**src/rtl/mcu_pipe_pkg.sv**
```systemverilog
// Shared types and constants for the MCU pipeline control unit and its datapath.
// Scoreboard entry control fields, forwarding select encoding and the NOP control word.
package mcu_pipe_pkg;

    localparam int FWD_RF = 0;

    typedef struct packed {
        logic valid;
        logic rw;
        logic load;
    } sb_ctl_t;

    localparam sb_ctl_t SB_BUBBLE = '{valid: 1'b0, rw: 1'b0, load: 1'b0};

    typedef struct packed {
        logic       rw;
        logic       mw;
        logic [1:0] bs;
    } ctrl_word_t;

    localparam ctrl_word_t CTRL_NOP = '{rw: 1'b0, mw: 1'b0, bs: 2'd0};

endpackage

```
**src/rtl/mcu_pipe_ctrl_scoreboard.sv**
```systemverilog
// Shift register of in-flight register writes, one entry per post-decode stage.
// Emits per-stage RAW match vectors for the A and B operands of the decode stage.
module pipe_scoreboard
    import mcu_pipe_pkg::*;
#(
    parameter int AW    = 3,
    parameter int DEPTH = 2
) (
    input  logic             clk,
    input  logic             rst,
    input  logic             i_cap,
    input  logic             i_rw,
    input  logic [AW-1:0]    i_da,
    input  logic             i_load,
    input  logic [AW-1:0]    i_aa,
    input  logic             i_rd_a,
    input  logic [AW-1:0]    i_ba,
    input  logic             i_rd_b,
    output logic [DEPTH-1:0] o_match_a,
    output logic [DEPTH-1:0] o_match_b,
    output logic [DEPTH-1:0] o_load,
    output logic [DEPTH-1:0] o_valid
);

    sb_ctl_t       r_ctl [DEPTH];
    logic [AW-1:0] r_da  [DEPTH];
    sb_ctl_t       w_in_ctl;

    always_comb begin
        w_in_ctl = SB_BUBBLE;
        if (i_cap) begin
            w_in_ctl = '{valid: 1'b1, rw: i_rw, load: i_load};
        end
    end

    always_ff @(posedge clk or posedge rst) begin
        if (rst) begin
            for (int i = 0; i < DEPTH; i++) begin
                r_ctl[i] <= SB_BUBBLE;
            end
        end else begin
            r_ctl[0] <= w_in_ctl;
            for (int i = 1; i < DEPTH; i++) begin
                r_ctl[i] <= r_ctl[i-1];
            end
        end
    end

    // Destination addresses are qualified by valid, so they carry no reset.
    always_ff @(posedge clk) begin
        r_da[0] <= i_cap ? i_da : '0;
        for (int i = 1; i < DEPTH; i++) begin
            r_da[i] <= r_da[i-1];
        end
    end

    always_comb begin
        o_match_a = '0;
        o_match_b = '0;
        o_load    = '0;
        o_valid   = '0;
        for (int k = 0; k < DEPTH; k++) begin
            o_match_a[k] = r_ctl[k].valid & r_ctl[k].rw & (r_da[k] == i_aa) & i_rd_a;
            o_match_b[k] = r_ctl[k].valid & r_ctl[k].rw & (r_da[k] == i_ba) & i_rd_b;
            o_load[k]    = r_ctl[k].load;
            o_valid[k]   = r_ctl[k].valid;
        end
    end

endmodule

```
**src/rtl/mcu_pipe_ctrl.sv**
```systemverilog
// Pipeline control for the in-order MCU: hazard detection, operand forwarding selects,
// load-use and stall-only modes, branch flush and saturating stall/flush counters.
module mcu_pipe_ctrl
    import mcu_pipe_pkg::*;
#(
    parameter int AW     = 3,
    parameter int DEPTH  = 2,
    parameter int FWD_EN = 1,
    parameter int CNT_W  = 16,
    localparam int SW    = $clog2(DEPTH + 1)
) (
    input  logic             clk,
    input  logic             reset,
    input  logic             id_valid,
    input  logic [AW-1:0]    id_aa,
    input  logic [AW-1:0]    id_ba,
    input  logic             id_use_a,
    input  logic             id_use_b,
    input  logic             id_rw,
    input  logic [AW-1:0]    id_da,
    input  logic             id_load,
    input  logic             br_taken,
    output logic             stall_pc,
    output logic             stall_if_id,
    output logic             flush_if_id,
    output logic             bubble_ex,
    output logic [SW-1:0]    fwd_a_sel,
    output logic [SW-1:0]    fwd_b_sel,
    output logic [DEPTH-1:0] stage_valid,
    output logic [CNT_W-1:0] stall_cnt,
    output logic [CNT_W-1:0] flush_cnt
);

    logic [DEPTH-1:0] w_match_a;
    logic [DEPTH-1:0] w_match_b;
    logic [DEPTH-1:0] w_load;
    logic [DEPTH-1:0] w_valid;
    logic             w_hazard;
    logic             w_stall;
    logic             w_cap;
    logic [CNT_W-1:0] r_stall_cnt;
    logic [CNT_W-1:0] r_flush_cnt;

    // Lowest matching stage is the youngest producer; it must win over older copies.
    function automatic logic [SW-1:0] youngest(input logic [DEPTH-1:0] m);
        logic [SW-1:0] sel;
        sel = SW'(FWD_RF);
        for (int k = DEPTH - 1; k >= 0; k--) begin
            if (m[k]) sel = SW'(k + 1);
        end
        return sel;
    endfunction

    function automatic logic [CNT_W-1:0] sat_inc(input logic [CNT_W-1:0] v);
        return (&v) ? v : v + 1'b1;
    endfunction

    pipe_scoreboard #(
        .AW    (AW),
        .DEPTH (DEPTH)
    ) u_sb (
        .clk       (clk),
        .rst       (reset),
        .i_cap     (w_cap),
        .i_rw      (id_rw),
        .i_da      (id_da),
        .i_load    (id_load),
        .i_aa      (id_aa),
        .i_rd_a    (id_valid & id_use_a),
        .i_ba      (id_ba),
        .i_rd_b    (id_valid & id_use_b),
        .o_match_a (w_match_a),
        .o_match_b (w_match_b),
        .o_load    (w_load),
        .o_valid   (w_valid)
    );

    // With forwarding only a load still in EX blocks; without it any in-flight match blocks.
    always_comb begin
        fwd_a_sel = SW'(FWD_RF);
        fwd_b_sel = SW'(FWD_RF);
        w_hazard  = 1'b0;
        if (FWD_EN != 0) begin
            fwd_a_sel = youngest(w_match_a);
            fwd_b_sel = youngest(w_match_b);
            w_hazard  = (w_match_a[0] | w_match_b[0]) & w_load[0];
        end else begin
            w_hazard  = (|w_match_a) | (|w_match_b);
        end
    end

    assign w_stall     = w_hazard & ~br_taken;
    assign w_cap       = id_valid & ~w_stall & ~br_taken;
    assign stall_pc    = w_stall;
    assign stall_if_id = w_stall;
    assign flush_if_id = br_taken;
    assign bubble_ex   = w_stall | br_taken;
    assign stage_valid = w_valid;
    assign stall_cnt   = r_stall_cnt;
    assign flush_cnt   = r_flush_cnt;

    always_ff @(posedge clk or posedge reset) begin
        if (reset) begin
            r_stall_cnt <= '0;
            r_flush_cnt <= '0;
        end else begin
            if (w_stall)  r_stall_cnt <= sat_inc(r_stall_cnt);
            if (br_taken) r_flush_cnt <= sat_inc(r_flush_cnt);
        end
    end

endmodule
```
**config.mk**
```make
export PLATFORM = sky130hd
export DESIGN_NAME = mcu_pipe_ctrl
export DESIGN_NICKNAME = d
export VERILOG_FILES = /design/src/rtl/mcu_pipe_pkg.sv /design/src/rtl/mcu_pipe_ctrl_scoreboard.sv /design/src/rtl/mcu_pipe_ctrl.sv
export SDC_FILE = /design/constraint.sdc
export NUM_CORES = 1
export LEC_CHECK = 0
export CAP_MARGIN = 20
export CORE_ASPECT_RATIO = 0.75
export CORE_UTILIZATION = 35
export CTS_BUF_LIST = sky130_fd_sc_hd__clkbuf_2
export DETAILED_ROUTE_END_ITERATION = 10
export GPL_TIMING_DRIVEN = 0
export SLEW_MARGIN = 20
export SYNTH_ARGS = -nofsm -noshare
export SYNTH_HDL_FRONTEND = slang
export SYNTH_SLANG_ARGS = --single-unit
```
**constraint.sdc**
```tcl
create_clock -name clk -period 1.65 [get_ports clk]
set_input_delay 0.165 -clock clk [delete_from_list [all_inputs] [get_ports clk]]
set_output_delay 0.165 -clock clk [all_outputs]
set_load 0.05 [all_outputs]
```
==> results of run 1 <==
[cells in the final DEF, fill, tap and decap left out, types with 2 or more instances in the layout]
cell type / Yosys / final
buf_8: 0 / 4
nand3_1: 15 / 13
a41oi_1: 2 / 2
dfxtp_1: 6 / 3
nor4_1: 7 / 3
and3_1: 9 / 8
dfrtp_2: 0 / 13
dfrtp_1: 37 / 24
clkdlybuf4s50_1: 0 / 15
nor2b_4: 0 / 2
nand4_1: 14 / 14
clkdlybuf4s15_2: 0 / 5
nor4_2: 3 / 3
nor2_1: 7 / 6
nor4_4: 3 / 7
xnor2_1: 13 / 12
clkdlybuf4s15_1: 0 / 13
dlygate4sd2_1: 0 / 6
dfxtp_4: 0 / 2
xor2_1: 26 / 20
nor3_1: 4 / 4
nand3_2: 0 / 2
clkbuf_2: 1 / 16
xor2_2: 0 / 6
buf_4: 4 / 22
nand2_1: 8 / 7
buf_6: 0 / 7
[registers in the layout, summed over array words and instances, names as in the netlist]
register      count
stall_cnt        16
u_sb.o_load       1
u_sb.o_valid      2
flush_cnt        16
u_sb.r_ctl        2
u_sb.r_da         6
[kinds of logic after synthesis]
| logic type | count (synthesis) | synth area share |
|---|---|---|
| AND/OR/NAND/NOR | 82 | 0.252 |
| flip-flops | 43 | 0.502 |
| XOR/XNOR | 39 | 0.164 |
| buffers and inverters | 10 | 0.0264 |
| AO/OA/AOI/OAI | 9 | 0.0330 |
| multiplexers | 2 | 0.0108 |
| adder cells (fa/ha/maj) | 2 | 0.0120 |
[per-stage QoR]
step	setup TNS (ns)	total power (uW)	instance area [um2]
final	-5.57	2760	3210
after CTS	-5.89	2760	3180
after floorplan	-11.31	1850	2200
after global routing	-8.53	2910	3210
after global placement	-28.22	2140	2870
after detailed placement	-17.65	2150	2890
[worst max-delay path, stage by stage (launching register included)]
cell	delay, ns
dfxtp_4	0.41
xor2_2	0.19
nor4_4	0.35
o21ai_2	0.14
buf_6	0.14
nor2_4	0.08
buf_6	0.10
buf_8	0.13
[layout make-up]
class / count / area [um2]
Buffer: 7 / 53.8
Clock buffer: 5 / 25.0
Clock inverter: 3 / 38.8
Fill cell: 495 / 2320
Inverter: 3 / 13.8
Multi-Input combinational cell: 134 / 1180
Sequential cell: 43 / 1070
Tap cell: 75 / 93.8
Timing Repair Buffer: 79 / 731
[power groups by stage]
| stage | clock network (uW) | registers (uW) | logic [uW] |
|---|---|---|---|
| after floorplan | 0 | 1580 | 270 |
| after global placement | 0 | 1320 | 819 |
| after detailed placement | 0 | 1320 | 828 |
| after CTS | 609 | 1270 | 882 |
| after global routing | 659 | 1290 | 961 |
| final | 587 | 1270 | 900 |
[metal layers]
metal  vias to the layer above  track usage  routed length (um)
met5                         -            0                   0
li1                        840            -                   -
met3                         7       0.0373                 213
met1                       856        0.245                2510
met4                         0       0.0655                  68
met2                        45        0.254                2190
[path summary, 6_finish.rpt]
check | from | end | slack, ns | cells past startpoint
max in group asynchronous | reset | stall_cnt[13] | 1.15 | 3
max | u_sb.r_da[0][0] | stall_pc | -0.44 | 7
min reg2reg | u_sb.r_da[0][2] | u_sb.r_da[0][5] | 0.42 | 0
min in group clk | id_valid | u_sb.o_valid[0] | 0.08 | 2
max reg2reg | u_sb.r_da[0][0] | stall_cnt[1] | -0.35 | 6
min | reset | stall_cnt[4] | 0.06 | 2
[timing repair]
| item | in CTS | in global routing |
|---|---|---|
| gates resized for setup | 120 | 41 |
| endpoints found under the setup margin | 69 | 61 |
| hold buffers | 0 | 0 |
| pin swaps | 14 | 8 |
| setup buffers | 18 | 5 |
==> results by group, run 1 <==
Global route
  – Grt ovf: 0
  – Gr usage total: 0.171
  – First-pass GRT wire length: ~8200 um
  – Vias in the first global route: 1,649
  – Largest net degree at the start of global routing: 20
  – Initial antenna violation count: 0

Detailed routing
  – DRT Wirelength: 4980 um
  – DRT iter0 DRCs: 50
  – Via Count: approximately 1,700
  – DRC: 0
  – Vias per inst: 5.01
  – TritonRoute pass-1 iters: 4
  – Final ANT Viol Nets: 0
  – Wire length per cell: 14.3 um

Floorplanning
  – Floorplan row count: 23
  – Die area: about 6300 um2
  – Core area: 5530 um2
  – Die W: 91.1 um
  – Die height: 68.8 um
  – Starting Density: 0.377
  – # IOs: just under 60

Logic synthesis
  – Largest cells by area after synthesis: dfrtp_1 44%, xor2_1 11%, dfxtp_1 5.8%
  – Mapped Area: approximately 2100 um2
  – Register area share after synthesis: 0.502
  – Post-synth top flop: dfrtp_1
  – Syn. warnings: 0
  – Commonest cells in the netlist: 37 x dfrtp_1, 26 x xor2_1, 15 x nand3_1
  – Synth Instances: 187
  – Yosys cell types: 38
  – Top cell type's share of synthesized area: 0.444
  – Mapped Nets: approximately 200
  – Synth Register Bits: 43
  – Asr flop ratio synth: 0.860
  – Syn_area_per_cell: between 10 and 15 um2
  – Post-synth EDFFs: 0
  – Most common cell in the synthesized netlist: dfrtp_1
  – Synth area leader: dfrtp_1

Power
  – Psw: 1000 uW
  – PD cells: roughly 860 nW/um2
  – Combinational fraction of design power: 0.326
  – Pleak: ~0.0014 uW
  – Peak VDD IR: 0.000522 V
  – Sw Share: 0.363
  – Clock Power Share: 0.213
  – Pint: about 1800 uW
  – Sequential Power Share: 0.461

Layout
  – Finished Core Util: 0.581
  – Post-Layout Cell Count: approximately 350
  – Layout cells sized above 1: 0.391
  – Ant diodes: 0
  – Fin nets: roughly 290
  – Area grow syn2layout: 53.9%

Placement
  – Post-Place Setup Slack: -1.12 ns
  – Routability cong.: just over 0.7
  – Port Buffer Count: 57
  – Placed Cells incl. Taps: 320
  – DP HPWL: 3390 um

Clock tree
  – CTS tree: built
  – Worst-Skew Late Latency: 0.40 ns
  – CTS Buffer Depth: 2
  – Clock root cell: clkbuf_2
  – Reg clk slew, reported paths: roughly 0.21 ns
  – H-tree Lvls: 2
  – CTS Sinks: 43
  – Total CTS buffers: 5

Critical path
  – CP max FO: 3
  – Type of origin of the critical path: register
  – WS Path Type: register to output port
  – CP Data Required Time: roughly 1.5 ns
  – Crit end category: output port
  – Worst EP arrival: between 1.5 and 2 ns

Status
  – Outcome: finished, violations left
  – Failing checks: setup timing

STA
  – Final Hold Viols: 0
  – Max-slew violation count: 0
  – Unrepaired setup endpoints after global routing: true
  – Final Skew: just over 0.02 ns
  – Fmax: around 0.48 GHz
  – Final setup fails: 30
  – Fin worst setup slack: -0.435 ns
  – Period utilisation layout: 1.26
  – Tmin final: 2.09 ns
  – Hold slack: between 0.05 and 0.06 ns
  – Slew HR: 0.648
  – Worst-Margin Slew: about 0.53 ns

Min path
  – HP Class: input port to async pin

Flow run
  – Maxcap violations: 0
(Power assumes the default switching activity.)
==> run 2: changes to the inputs <==
--- a/config.mk
+++ b/config.mk
@@ -7,11 +7,14 @@
 export LEC_CHECK = 0
 export CAP_MARGIN = 20
 export CORE_ASPECT_RATIO = 0.75
+export CORE_MARGIN = 1
 export CORE_UTILIZATION = 35
 export CTS_BUF_LIST = sky130_fd_sc_hd__clkbuf_2
 export DETAILED_ROUTE_END_ITERATION = 10
 export GPL_TIMING_DRIVEN = 0
+export RECOVER_POWER = 100
 export SLEW_MARGIN = 20
 export SYNTH_ARGS = -nofsm -noshare
 export SYNTH_HDL_FRONTEND = slang
+export SYNTH_HIERARCHICAL = 1
 export SYNTH_SLANG_ARGS = --single-unit
==> results by group, run 2 <==
Status
  – Outcome: finished, violations left
  – Failing checks: setup timing

Critical path
  – Most numerous cell on the critical path: buf_6
  – CP max FO: 4
  – Crit path max-delay family: simple AND/OR/NAND/NOR gates
  – CP Data Required Time: 1.98 ns
  – Worst path max stage delay: slightly above 0.4 ns
  – Crit end category: register
  – Worst EP arrival: between 2 and 2.5 ns
  – Cell chain of the critical path: xor2_2, nor4_4, o21ai_4, buf_6, buf_6, nor4b_4, nand4b_1, xnor2_1
  – Buf/Inv on CP: 2
  – Type of origin of the critical path: register
  – WS Path Type: register to register
  – Crit-path slowest cell: dfxtp_4

STA
  – Fin worst setup slack: -0.402 ns
  – Tmin final: between 2 and 2.5 ns
  – Slew HR: 0.552
  – Max-slew violation count: 0
  – Worst-Margin Slew: about 0.67 ns
  – Final Hold Viols: 0
  – Unrepaired setup endpoints after global routing: true
  – Final Skew: approximately 0.0076 ns
  – Fmax: 0.487 GHz
  – Period utilisation layout: 1.24
  – Final setup fails: 28
  – Hold slack: between 0.15 and 0.2 ns

Power
  – Pint: 1540 uW
  – Psw: just under 1000 uW
  – Pleak: between 0.0015 and 0.002 uW
  – Sequential Power Share: 0.517
  – Clock Power Share: 0.178
  – Peak VDD IR: ~0.0011 V
  – Power Total: approximately 2500 uW
  – Sw Share: 0.388
  – Combinational fraction of design power: 0.306
  – PD cells: 765 nW/um2

Detailed routing
  – DRT Wirelength: roughly 5200 um
  – Final ANT Viol Nets: 0
  – Wire length per cell: roughly 14 um
  – DRT iter0 DRCs: 33
  – Via Count: approximately 1,800
  – TritonRoute pass-1 iters: 4
  – Vias per inst: approximately 4.9
  – DRC: 0

Layout
  – Fin nets: between 300 and 400
  – Post-Layout Inst Area: about 3300 um2
  – Layout cells sized above 1: 0.406
  – Fillers: between 500 and 600
  – Post-Layout Cell Count: between 300 and 400
  – Commonest non-fill, non-tap cell in the layout: buf_4
  – Area grow syn2layout: 52.4%
  – Ant diodes: 0
  – Commonest cells after routing, fill and taps aside: 24 x buf_4, 21 x dfrtp_1, 20 x dlygate4sd2_1

Floorplanning
  – Floorplan row count: 24
  – Starting Density: 0.367
  – Die height: about 70 um
  – Die W: approximately 90 um
  – Die area: 6500 um2
  – Core area: between 5000 and 6000 um2
  – # IOs: between 50 and 60

Placement
  – Routability cong.: around 0.8
  – Port Buffer Count: 57
  – Post-Place Setup Slack: -1.14 ns
  – DP HPWL: 3590 um
  – Dpl cell area: ~3000 um2
  – Placed Cells incl. Taps: approximately 330

Global route
  – Grt ovf: 0
  – First-pass GRT wire length: around 8500 um
  – Vias in the first global route: 1,736
  – Gr usage total: 0.169
  – Largest net degree at the start of global routing: 33
  – Initial antenna violation count: 0

Clock tree
  – CTS Buffer Depth: 2
  – Worst-Skew Late Latency: between 0.4 and 0.5 ns
  – Total CTS buffers: 5
  – H-tree Lvls: 2
  – CTS Sinks: 43
  – Clock root cell: clkbuf_2
  – CTS tree: built
  – Reg clk slew, reported paths: around 0.21 ns

Logic synthesis
  – Syn_area_per_cell: between 10 and 15 um2
  – Mapped Area: around 2200 um2
  – Syn. warnings: 6
  – Synth Instances: a little under 200
  – Mapped Nets: around 220

Flow run
  – Maxcap violations: 0

Min path
  – HP Class: input port to register
[run 2: cell type report]
class	instances	area, um2	share of cell area
buffer	8	60.1	0.0182
clock buffer	6	30.0	0.00912
clock inverter	2	7.51	0.00228
inverter	5	18.8	0.00570
multi-input combinational	142	1290	0.392
sequential	43	1070	0.326
tap	78	97.6	0.0296
timing repair buffer	80	717	0.218
[run 2: worst paths after layout]
| check | startpoint | to | slack, ns | cells after the start |
|---|---|---|---|---|
| max in group asynchronous | reset | flush_cnt[10] | 0.46 | 3 |
| max reg2reg | u_sb/r_da[0][1] | stall_cnt[12] | -0.40 | 8 |
| min reg2reg | u_sb/r_da[0][2] | u_sb/r_da[0][5] | 0.40 | 0 |
| min | br_taken | flush_cnt[2] | 0.17 | 3 |
| max | u_sb/r_da[0][1] | stall_cnt[12] | -0.40 | 8 |
| min in group asynchronous | reset | u_sb/o_load[0] | 0.53 | 3 |
[run 2: worst register-to-register path, cell delays in order, from the launching register on]
cell and delay, ns:
dfxtp_4 0.41, xor2_2 0.18, nor4_4 0.35, o21ai_4 0.12, buf_6 0.13, buf_6 0.11
nor4b_4 0.35, nand4b_1 0.17, xnor2_1 0.15
[run 2: per-layer routing]
metal / routed length, um / share of wire / global-route usage / vias to the layer above
met3: 214 / 0.041 / 0.0370 / 7
met5: 0 / 0 / 0 / -
met2: 2310 / 0.44 / 0.240 / 46
met4: 54 / 0.010 / 0.0513 / 0
met1: 2660 / 0.51 / 0.254 / 849
li1: - / - / - / 873
[run 2: through the flow]
stage / setup TNS (ns) / utilization
after global placement: -21.91 / 0.499
after CTS: -6.35 / 0.537
after floorplan: -12.37 / -
final: -6.28 / 0.560
after global routing: -9.74 / 0.560
after detailed placement: -18.53 / 0.499
[run 2: repair_timing]
| action | 4_1_cts | 5_1_grt |
|---|---|---|
| gates resized for setup | 105 | 42 |
| endpoints found under the setup margin | 63 | 50 |
| pin swaps | 10 | 17 |
| setup buffers | 18 | 4 |
| hold endpoints to repair | 5 | 0 |
| hold buffers | 1 | 0 |
[run 2: power groups by stage]
stage / sequential, uW / combinational [uW] / clock, uW
3_3_place_gp: 1320 / 761 / 0
6_report: 1300 / 770 / 448
4_1_cts: 1300 / 740 / 468
3_5_place_dp: 1320 / 764 / 0
5_1_grt: 1320 / 812 / 510
2_1_floorplan: 1570 / 229 / 0
==> run 3: changes to the inputs <==
--- a/config.mk
+++ b/config.mk
@@ -6,7 +6,7 @@
 export NUM_CORES = 1
 export LEC_CHECK = 0
 export CAP_MARGIN = 20
-export CORE_ASPECT_RATIO = 0.75
+export CORE_ASPECT_RATIO = 0.8
 export CORE_MARGIN = 1
 export CORE_UTILIZATION = 35
 export CTS_BUF_LIST = sky130_fd_sc_hd__clkbuf_2
@@ -16,5 +16,4 @@
 export SLEW_MARGIN = 20
 export SYNTH_ARGS = -nofsm -noshare
 export SYNTH_HDL_FRONTEND = slang
-export SYNTH_HIERARCHICAL = 1
 export SYNTH_SLANG_ARGS = --single-unit
==> results by group, run 3 (synthesized netlist as in run 1, its figures left out) <==
Detailed routing
  – DRT Wirelength: about 5100 um
  – Wire length per cell: 14.3 um
  – Via Count: between 1,500 and 2,000
  – DRT iter0 DRCs: 60
  – Vias per inst: 4.94
  – TritonRoute pass-1 iters: 4
  – DRC: 0
  – Final ANT Viol Nets: 0

Floorplanning
  – Starting Density: 0.373
  – Die height: a little over 70 um
  – Die area: between 6000 and 7000 um2
  – Core area: about 5600 um2
  – Floorplan row count: 24
  – Die W: approximately 88 um
  – # IOs: 59

Layout
  – Layout cells sized above 1: 0.355
  – Post-Layout Inst Area: about 3100 um2
  – Area of the multi-input gates: between 1000 and 1500 um2
  – Fin nets: 294
  – Area grow syn2layout: 49.8%
  – Fillers: around 520
  – Commonest cells after routing, fill and taps aside: 30 x dfrtp_1, 23 x buf_4, 22 x xor2_1
  – Commonest non-fill, non-tap cell in the layout: dfrtp_1
  – Register area: 1060 um2
  – Ant diodes: 0

Flow run
  – Maxcap violations: 0

Critical path
  – WS Path Type: register to output port
  – CP Data Required Time: around 1.5 ns
  – Crit end category: output port
  – Crit-path slowest cell: dfxtp_4
  – Crit path max-delay family: simple AND/OR/NAND/NOR gates
  – Number of cells on the critical path: 7
  – CP max FO: 4
  – Buf/Inv on CP: 3
  – Most numerous cell on the critical path: buf_6
  – Worst EP arrival: a little under 2 ns
  – Reg2Reg Depth: 8
  – Type of origin of the critical path: register
  – Worst path max stage delay: between 0.4 and 0.5 ns
  – Cell chain of the critical path: xor2_2, nor4_4, o21ai_2, buf_6, nor2_4, buf_6, buf_8

Power
  – PD cells: 809 nW/um2
  – Peak VDD IR: between 0.0007 and 0.0008 V
  – Pleak: around 0.0014 uW

Global route
  – Initial antenna violation count: 0
  – Vias in the first global route: approximately 1,600
  – Gr usage total: 0.169
  – Met2 usage in global routing: 0.237
  – Global Route met3 Usage: 0.0385
  – GR peak layer: met1
  – First-pass GRT wire length: approximately 8000 um
  – Met1 usage: 0.255
  – Grt ovf: 0
  – Largest net degree at the start of global routing: 20

STA
  – Fin worst setup slack: -0.504 ns
  – Fmax: roughly 0.46 GHz
  – Worst-Margin Slew: a little over 0.7 ns
  – Final Hold Viols: 0
  – Final setup fails: 32
  – Max-slew violation count: 0
  – Tmin final: about 2.2 ns
  – Hold slack: roughly 0.085 ns
  – Unrepaired setup endpoints after global routing: true
  – Final Skew: between 0.02 and 0.025 ns
  – Slew HR: 0.521
  – Period utilisation layout: 1.31

Min path
  – HP Class: input port to register
  – Hold Path Stages: 2

Status
  – Outcome: finished, violations left
  – Failing checks: setup timing

Clock tree
  – H-tree Lvls: 2
  – Clock root cell: clkbuf_2
  – Total CTS buffers: 5
  – Reg clk slew, reported paths: around 0.22 ns
  – CTS Sinks: 43
  – CTS Buffer Depth: 2
  – Worst-Skew Late Latency: 0.41 ns
  – CTS tree: built

Placement
  – DP HPWL: 3430 um
  – Routability cong.: around 0.77
  – Dpl cell area: 2900 um2
  – Port Buffer Count: 57
## run 3: layout make-up
class / instances / share of cell area
flip-flops and latches: 43 / 0.340
clock buffers: 6 / 0.00962
multi-input cells: 134 / 0.369
clock inverters: 2 / 0.00401
well taps: 78 / 0.0313
plain buffers: 7 / 0.0172
repair buffers: 81 / 0.225
inverters: 3 / 0.00441
## run 3: metal layers
| metal | wire length [um] | up-vias |
|---|---|---|
| met5 | 0 | - |
| met4 | 67 | 0 |
| met3 | 279 | 7 |
| met2 | 2240 | 45 |
| met1 | 2480 | 846 |
| li1 | - | 849 |
## run 3: where the power goes
part           total (uW)  internal, uW  switching (uW)
Clock                 449           108             341
Sequential           1250          1150            96.1
Combinational         826           283             542
## run 3: worst paths after layout
check	to	start	slack, ns
worst max-delay path	stall_pc	u_sb.r_da[0][2]	-0.50
worst min-delay path	u_sb.o_load[0]	id_valid	0.08
worst max register to register	stall_cnt[5]	u_sb.r_da[0][2]	-0.45
worst min register to register	u_sb.r_da[0][4]	u_sb.r_da[0][1]	0.41
max in group asynchronous	stall_cnt[1]	reset	0.40
min in group asynchronous	flush_cnt[8]	reset	0.27
## run 3: what timing repair did
item                                    CTS  global route
gates cloned                              0             0
buffers inserted                         16             7
endpoints found under the setup margin   69            56
gates resized for setup                 108            42
hold buffers                              0             0
pin swaps                                15            15
## run 3: per-stage QoR
stage | setup WS (ns) | power, uW | utilization | setup TNS, ns | std cells
3_3_place_gp | -1.14 | 2130 | 0.514 | -28.85 | 322
4_1_cts | -0.536 | 2620 | 0.556 | -7.83 | 347
2_1_floorplan | -0.643 | 1850 | - | -11.31 | 187
6_report | -0.504 | 2530 | 0.559 | -7.57 | 354
5_1_grt | -0.682 | 2660 | 0.559 | -12.02 | 354
3_5_place_dp | -1.15 | 2140 | 0.519 | -18.13 | 323
